File: src/rtl/alu_ctrl.sv
// -----------------------------------------------------------------------------
// alu_ctrl
//
// Purpose:
//   Sequencer that sits in front of an external registered ALU. It owns a
//   4 x 8-bit register file, accepts one instruction at a time, drives the ALU
//   operands for one cycle, then writes the ALU result back into the register
//   file. Each instruction takes three cycles: IDLE (accept), ISSUE (drive
//   operands) and WB (write back).
//
// Ports:
//   clk, rst            clock and synchronous active-high reset
//   instr_valid_in      instruction offered
//   instr_in[7:0]       [7:6] op, [5:4] dst, [3:2] srcx, [1:0] srcy
//   instr_ready_out     high only in IDLE
//   wr_en_in/wr_sel_in/wr_data_in   external register write port
//   rd_sel_in/rd_data_out           combinational debug read port
//   alu_x_out/alu_y_out/alu_op_out  ALU operands and opcode
//   alu_z_in            ALU result, valid one cycle after the operands
//   done_out            one-cycle pulse after each write-back
//   result_out          value written by the most recent retired instruction
//   instr_cnt_out       retired-instruction counter, wraps at 256
// -----------------------------------------------------------------------------
module alu_ctrl (
  input  logic       clk,
  input  logic       rst,
  input  logic       instr_valid_in,
  input  logic [7:0] instr_in,
  output logic       instr_ready_out,
  input  logic       wr_en_in,
  input  logic [1:0] wr_sel_in,
  input  logic [7:0] wr_data_in,
  input  logic [1:0] rd_sel_in,
  output logic [7:0] rd_data_out,
  output logic [7:0] alu_x_out,
  output logic [7:0] alu_y_out,
  output logic [1:0] alu_op_out,
  input  logic [7:0] alu_z_in,
  output logic       done_out,
  output logic [7:0] result_out,
  output logic [7:0] instr_cnt_out
);

  typedef enum logic [1:0] {
    IDLE  = 2'd0,
    ISSUE = 2'd1,
    WB    = 2'd2
  } state_t;

  state_t     state_reg, state_next;
  logic [7:0] instr_reg;
  logic [7:0] regs_reg [4];
  logic       done_reg;
  logic [7:0] result_reg;
  logic [7:0] cnt_reg;

  // Fields of the latched instruction.
  logic [1:0] op_f, dst_f, srcx_f, srcy_f;
  assign op_f   = instr_reg[7:6];
  assign dst_f  = instr_reg[5:4];
  assign srcx_f = instr_reg[3:2];
  assign srcy_f = instr_reg[1:0];

  logic accept, wb_fire;
  assign accept  = (state_reg == IDLE) && instr_valid_in;
  assign wb_fire = (state_reg == WB);

  // ---------------------------------------------------------------------------
  // FSM
  // ---------------------------------------------------------------------------
  always_ff @(posedge clk) begin
    if (rst) begin
      state_reg <= IDLE;
    end else begin
      state_reg <= state_next;
    end
  end

  always_comb begin
    state_next = state_reg;
    case (state_reg)
      IDLE:    if (instr_valid_in) state_next = ISSUE;
      ISSUE:   state_next = WB;
      WB:      state_next = IDLE;
      default: state_next = IDLE;
    endcase
  end

  always_ff @(posedge clk) begin
    if (rst) begin
      instr_reg <= 8'h00;
    end else if (accept) begin
      instr_reg <= instr_in;
    end
  end

  // ---------------------------------------------------------------------------
  // Register file. The write-back is checked first so that it overrides an
  // external write to the same register on the same edge; writes to other
  // registers still land.
  // ---------------------------------------------------------------------------
  always_ff @(posedge clk) begin
    for (int i = 0; i < 4; i++) begin
      if (rst) begin
        regs_reg[i] <= 8'h00;
      end else if (wb_fire && (dst_f == i[1:0])) begin
        regs_reg[i] <= alu_z_in;
      end else if (wr_en_in && (wr_sel_in == i[1:0])) begin
        regs_reg[i] <= wr_data_in;
      end
    end
  end

  // ---------------------------------------------------------------------------
  // Retirement bookkeeping
  // ---------------------------------------------------------------------------
  always_ff @(posedge clk) begin
    if (rst) begin
      done_reg   <= 1'b0;
      result_reg <= 8'h00;
      cnt_reg    <= 8'h00;
    end else begin
      done_reg <= wb_fire;
      if (wb_fire) begin
        result_reg <= alu_z_in;
        cnt_reg    <= cnt_reg + 8'd1;
      end
    end
  end

  // ---------------------------------------------------------------------------
  // Outputs. Operands are read combinationally from the register file in
  // ISSUE; the ALU registers them at the end of that cycle, so a write landing
  // on that same edge cannot disturb them.
  // ---------------------------------------------------------------------------
  assign instr_ready_out = (state_reg == IDLE);
  assign rd_data_out     = regs_reg[rd_sel_in];
  assign alu_x_out       = (state_reg == ISSUE) ? regs_reg[srcx_f] : 8'h00;
  assign alu_y_out       = (state_reg == ISSUE) ? regs_reg[srcy_f] : 8'h00;
  assign alu_op_out      = (state_reg == ISSUE) ? op_f : 2'b11;
  assign done_out        = done_reg;
  assign result_out      = result_reg;
  assign instr_cnt_out   = cnt_reg;

endmodule
File: config.mk
export PLATFORM = sky130hd
export DESIGN_NAME = alu_ctrl
export DESIGN_NICKNAME = d
export VERILOG_FILES = /design/src/rtl/alu_ctrl.sv
export SDC_FILE = /design/constraint.sdc
export NUM_CORES = 1
export LEC_CHECK = 0
export CAP_MARGIN = 20
export CORE_UTILIZATION = 54
export CTS_CLUSTER_SIZE = 28
export DETAILED_ROUTE_END_ITERATION = 8
export PLACE_DENSITY = 0.95
export SLEW_MARGIN = 0
export SYNTH_ARGS = -nofsm -noshare
export SYNTH_HDL_FRONTEND = slang
export SYNTH_SLANG_ARGS = --single-unit
File: constraint.sdc
create_clock -name clk -period 2.7 [get_ports clk]
set_input_delay 0.54 -clock clk [delete_from_list [all_inputs] [get_ports clk]]
set_output_delay 0.54 -clock clk [all_outputs]
set_load 0.02 [all_outputs]
==> impl_metrics.csv, run 1 <==
group,metric,value,unit
finish,fill_cells,385,
timing,final_max_slew_viol_count,0,
finish,drive_gt1_share,18.79,%
cts,htree_num_levels,3,
synthesis,synth_top_area_share,28.95,%
critical_path,reg2reg_slack,0.82,ns
run_status,status,"complete, no violations",
timing,finalCriticalPeriod,2.631,ns
drt,wl_met3,721,um
timing,tightest_slew,0.9686,ns
drt,dr.pass1.iters,5,
critical_path,critical_path_class,"flop to output pin",
critical_path,worst_r2r_endpoint,"regs_reg[3][3]",
drt,drt-met1-wl,3.239,mm
drt,antenna_left,0,
synthesis,ys.flop_type,"edfxtp_1",
worst_hold_path,min_path_cells,2,
floorplan,die_h,80.41,um
grt,grt_pass1_wl,14.13,mm
timing,finalCritPeriodShare,97.46,%
flow_run,cap_violations,0,
worst_hold_path,holdPathEnd,"result_out[4]",
cts,cts_tree,"yes",
place,dp.final_hpwl,6.107,mm
drt,post_drt_wl_per_cell,21.47,um
grt,grt_overflow,0,
critical_path,cp_data_arrival_time,2.09,ns
timing,timing.fmax,0.3800,GHz
timing,finalSetupViolations,0,
synthesis,async_reset_ff_share,0,%
drt,drc_errors,0,
synthesis,ys_seq_elements,63,
timing,hold_slack,0.4550,ns
synthesis,synth_top_cell_by_area,"edfxtp_1",
synthesis,synth_edf_count,32,
drt,via_count,2695,
cts,cts_buffer_depth,2,
grt,grt_pass1_vias,2714,
cts,cts_sinks,63,
synthesis,syn_area,3319,um2
drt,met2_length,4.699,mm
pwr,peakVddDrop,0.5091,mV
finish,synthToLayoutAreaGrowth,34.30,%
floorplan,fp-row-count,28,
critical_path,required,2.16,ns
cts,insertion_delay,0.34,ns
timing,final-hold-violation-count,0,
synthesis,synth_seq_area_share,47.64,%
finish,final_common_cell,"clkdlybuf4s50_1",
finish,mostFrequentLayoutCells,"clkdlybuf4s50_1, a22o_1, edfxtp_1",
drt,viasPerCell,6.401,
critical_path,cp-end-kind,"output pin",
grt,antenna_found_initial,0,
finish,final_area,4458,um2
worst_hold_path,hp-class,"flop to flop",
cts,cts-buffers-inserted,9,
cts,cts_hold_buf,0,
drt,top_layer_used,"met4",
finish,antenna_cells,0,
synthesis,syn-instance-count,260,
floorplan,initial_utilization,56.07,%
place,io_buffers,75,
floorplan,dieWidth,80.41,um
place,place_area,4190,um2
floorplan,die_area,6465,um2
synthesis,syn_avg_cell_area,12.77,um2
pwr,p_total,2478,uW
finish,final_nets,374,
critical_path,reg2reg_depth,4,
timing,skew,0.007199,ns
worst_hold_path,hp-start,"result_out[4]",
pwr,p_per_area,555.9,nW/um2
grt,grt_max_degree,20,
synthesis,synth_area_leaders,"edfxtp_1, dfxtp_1, mux4_2",
critical_path,timing.rr.start,"state_reg[1]",
grt,track_usage,30.25,%
cts,post_cts_buffers,0,
floorplan,fp.coreArea,5921,um2
critical_path,cp_max_fo,8,
timing,rsz0062_at_grt,"no",
timing,tns,0,ns
drt,drtIter0Drc,255,
cts,path_clk_slew,0.07,ns
place,gp_congestion,0.7930,
timing,relSlewSlack,35.26,%
synthesis,syn_nets,293,
floorplan,io-pin-count,76,
cts,cts-root-buf,"clkbuf_8",
drt,wl,9.037,mm
synthesis,synthDistinctLibCells,39,
synthesis,yosysWarnings,0,
pwr,cellLeakagePower,0.001775,uW
critical_path,cp-start-kind,"flop",
finish,largest_reg_flops,32,
==> cell type report <==
class                           count  area, um2  area share, %
Clock buffer                       11      173.9          3.901
Clock inverter                      5      75.07          1.684
Inverter                            4      15.01         0.3368
Multi-Input combinational cell    176       1634          36.65
Sequential cell                    63       1582          35.48
Tap cell                           75      93.84          2.105
Timing Repair Buffer               87      884.6          19.84
==> synth_stat cells (2+ instances only) <==
library cell,count
a21oi_1,14
a22o_1,32
a311o_1,4
and4bb_2,2
buf_1,2
buf_2,5
buf_6,2
clkbuf_1,7
dfxtp_1,31
edfxtp_1,32
inv_1,4
mux2i_1,8
mux4_2,24
nand2_1,20
nand2b_1,3
nand3_1,2
nand3b_1,2
nor2_1,13
nor2b_1,26
nor3_2,2
nor4_4,2
o21ai_0,3
or2_2,2
or3_1,3
==> worst max-delay path by stage <==
stage / cells after the start / slack, ns / endpoint / from
after global placement: 4 / -0.08 / rd_data_out[4] / rd_sel_in[0]
after detailed placement: 4 / -0.12 / rd_data_out[3] / rd_sel_in[0]
after global routing: 4 / 0.0007 / alu_x_out[0] / flop
final: 4 / 0.07 / alu_x_out[4] / flop
after floorplan: 2 / 0.79 / rd_data_out[0] / rd_sel_in[0]
after CTS: 4 / 0.002 / alu_y_out[5] / flop
==> per-stage QoR <==
| stage | utilization [%] | worst slack (ns) | cells |
|---|---|---|---|
| after detailed placement | 70.77 | -0.1186 | 405 |
| after floorplan | - | 0.7915 | 260 |
| after global placement | 70.77 | -0.08395 | 405 |
| final | 75.30 | 0.06862 | 421 |
| after global routing | 75.30 | 0.0006541 | 421 |
| after CTS | 74.81 | 0.002306 | 421 |
==> critical path, cell delays in order, from the launching register on <==
cell             delay (ns)
dfxtp_1                0.33
buf_4                  0.21
mux4_2                 0.50
nor2b_1                0.15
clkdlybuf4s50_1        0.55
==> what timing repair did <==
item                       4_1_cts  5_1_grt
setup endpoints to repair        8       12
gates resized for setup          8       11
hold endpoints to repair         0        0
==> routing by layer <==
metal	global-route usage (%)	vias to the layer above
li1	-	1172
met1	33.38	1310
met2	51.78	176
met3	7.386	37
met4	19.29	0
met5	0	-
==> kinds of logic (layout without fill, tap and decap cells) <==
family          after synthesis  in the layout  share of synthesized area (%)
buf+inv                      21            107                          3.129
flops                        63             63                          47.64
xor+xnor                      2              2                         0.5278
simple gates                 86             86                          16.92
fa+ha+maj                     1              1                         0.3769
mux                          32             32                          18.70
compound gates               55             55                          12.70
==> report_power, final <==
group          total (uW)  leakage, uW  switching [uW]  internal, uW
clock network         995     0.000129             369           627
logic                 382      0.00106             180           202
registers            1100     0.000589            44.8          1060
Power figures use the tool's default switching activity.
==> run 2: changes to the inputs <==
- CORE_MARGIN: not set -> 1.5
==> run 2 against run 1 <==
Global-route usage is 3.9 points lower. First-iteration DRC count is 7.5% higher. Non-clock buffer count is 1 higher. Cell area is 2.3% lower. Total power is 13% lower. Sequential power hardly changed. Worst setup slack better by 0.033 ns. Clock skew is 0.0022 ns lower. Critical path type unchanged.
==> impl_metrics.csv, run 2 (synthesis gave the netlist of run 1 again) <==
group,metric,value,unit
run_status,status,"complete, no violations",
cts,path_clk_slew,0.07,ns
floorplan,dieWidth,81.41,um
timing,finalCriticalPeriod,2.599,ns
cts,htree_num_levels,3,
timing,final-hold-violation-count,0,
pwr,cellLeakagePower,0.001568,uW
cts,insertion_delay,0.33,ns
cts,post_cts_buffers,0,
timing,finalSetupViolations,0,
grt,grt_pass1_wl,12.67,mm
place,io_buffers,75,
timing,tightest_slew,0.9114,ns
critical_path,cp-start-kind,"flop",
place,dpl.cell_count,406,
drt,post_drt_wl_per_cell,19.83,um
timing,timing.fmax,0.3848,GHz
floorplan,die_area,6627,um2
place,dp.final_hpwl,6.189,mm
finish,final_nets,375,
timing,hold_slack,0.4557,ns
timing,finalCritPeriodShare,96.25,%
finish,fin_cells,422,
cts,cts_sinks,63,
critical_path,cp-end-kind,"output pin",
drt,via_count,2671,
floorplan,fp.coreArea,5921,um2
critical_path,slowest_delay,0.53,ns
pwr,peakVddDrop,0.4319,mV
drt,dr.pass1.iters,7,
grt,grt_pass1_vias,2540,
place,gp_congestion,0.8257,
finish,largest_reg_flops,32,
finish,final_common_cell,"clkdlybuf4s50_1",
grt,antenna_found_initial,0,
finish,drive_gt1_share,18.73,%
floorplan,die_h,81.41,um
floorplan,initial_utilization,56.07,%
timing,relSlewSlack,38.73,%
finish,antenna_cells,0,
timing,final_max_slew_viol_count,0,
grt,grt_max_degree,20,
critical_path,required,2.16,ns
drt,viasPerCell,6.329,
cts,cts_buffer_depth,2,
finish,mostFrequentLayoutCells,"clkdlybuf4s50_1, a22o_1, edfxtp_1",
cts,cts_tree,"yes",
critical_path,worstPathCellList,"buf_4, mux4_2, nor2b_1, clkdlybuf4s50_1",
grt,track_usage,26.32,%
critical_path,reg2reg_depth,3,
drt,wl,8.367,mm
drt,antenna_left,0,
critical_path,crit_path_top_delay_cell,"clkdlybuf4s50_1",
drt,drtIter0Drc,274,
floorplan,fp-row-count,28,
floorplan,io-pin-count,76,
worst_hold_path,hp-class,"flop to flop",
critical_path,critical_path_class,"flop to output pin",
timing,rsz0062_at_grt,"no",
cts,cts-root-buf,"clkbuf_8",
finish,fin_util,73.56,%
critical_path,cp_data_arrival_time,2.06,ns
timing,skew,0.004993,ns
pwr,p_per_area,496.6,nW/um2
flow_run,cap_violations,0,
grt,grt_overflow,0,
cts,cts-buffers-inserted,9,
critical_path,cp_max_fo,8,
worst_hold_path,min_path_cells,2,
drt,drc_errors,0,
finish,synthToLayoutAreaGrowth,31.21,%
run 2: final timing paths:
| check | from | end | slack (ns) |
|---|---|---|---|
| worst max register to register | state_reg[0] | regs_reg[2][5] | 0.85 |
| worst min-delay path | result_out[6] | result_out[6] | 0.46 |
| worst min register to register | result_out[6] | result_out[6] | 0.46 |
| worst max-delay path | flop | alu_y_out[0] | 0.10 |
run 2: final cells by class:
class                      instances  area [um2]
tap                               75       93.84
fill                             391        1565
timing repair buffer              88       865.8
sequential                        63        1582
multi-input combinational        176        1634
clock buffer                      10       127.6
clock inverter                     6       37.54
inverter                           4       15.01
run 2: timing repair:
| action | in CTS | in global routing |
|---|---|---|
| endpoints found under the setup margin | 8 | 1 |
| resized for setup | 8 | 1 |
| hold buffers | 0 | 0 |
run 2: power by group:
part,switching (uW),internal (uW)
sequential,42.0,1060
clock,361,328
combinational,173,203
total,576,1590
run 2: worst max-delay path: cells and delay by family, from the launching register on:
kind | cells | cell delay, ns
mux | 1 | 0.52
flops | 1 | 0.33
simple gates | 1 | 0.14
buf+inv | 2 | 0.74
run 2: per-layer routing:
metal  up-vias  GRT usage [%]  routed length, um
met3        30          5.056                681
met4         0          13.10                275
met5         -              0                  0
met2       176          46.03               4371
li1       1178              -                  -
met1      1287          30.66               3039
run 2: through the flow:
stage	total power [uW]	instance area (um2)	setup slack [ns]	TNS, ns
after floorplan	1322	3319	0.7915	0
after global placement	1480	4198	-0.07693	-0.5771
after detailed placement	1501	4198	-0.1101	-0.7663
after CTS	2169	4353	0.06612	0
after global routing	2250	4355	0.001051	0
final	2163	4355	0.1012	0
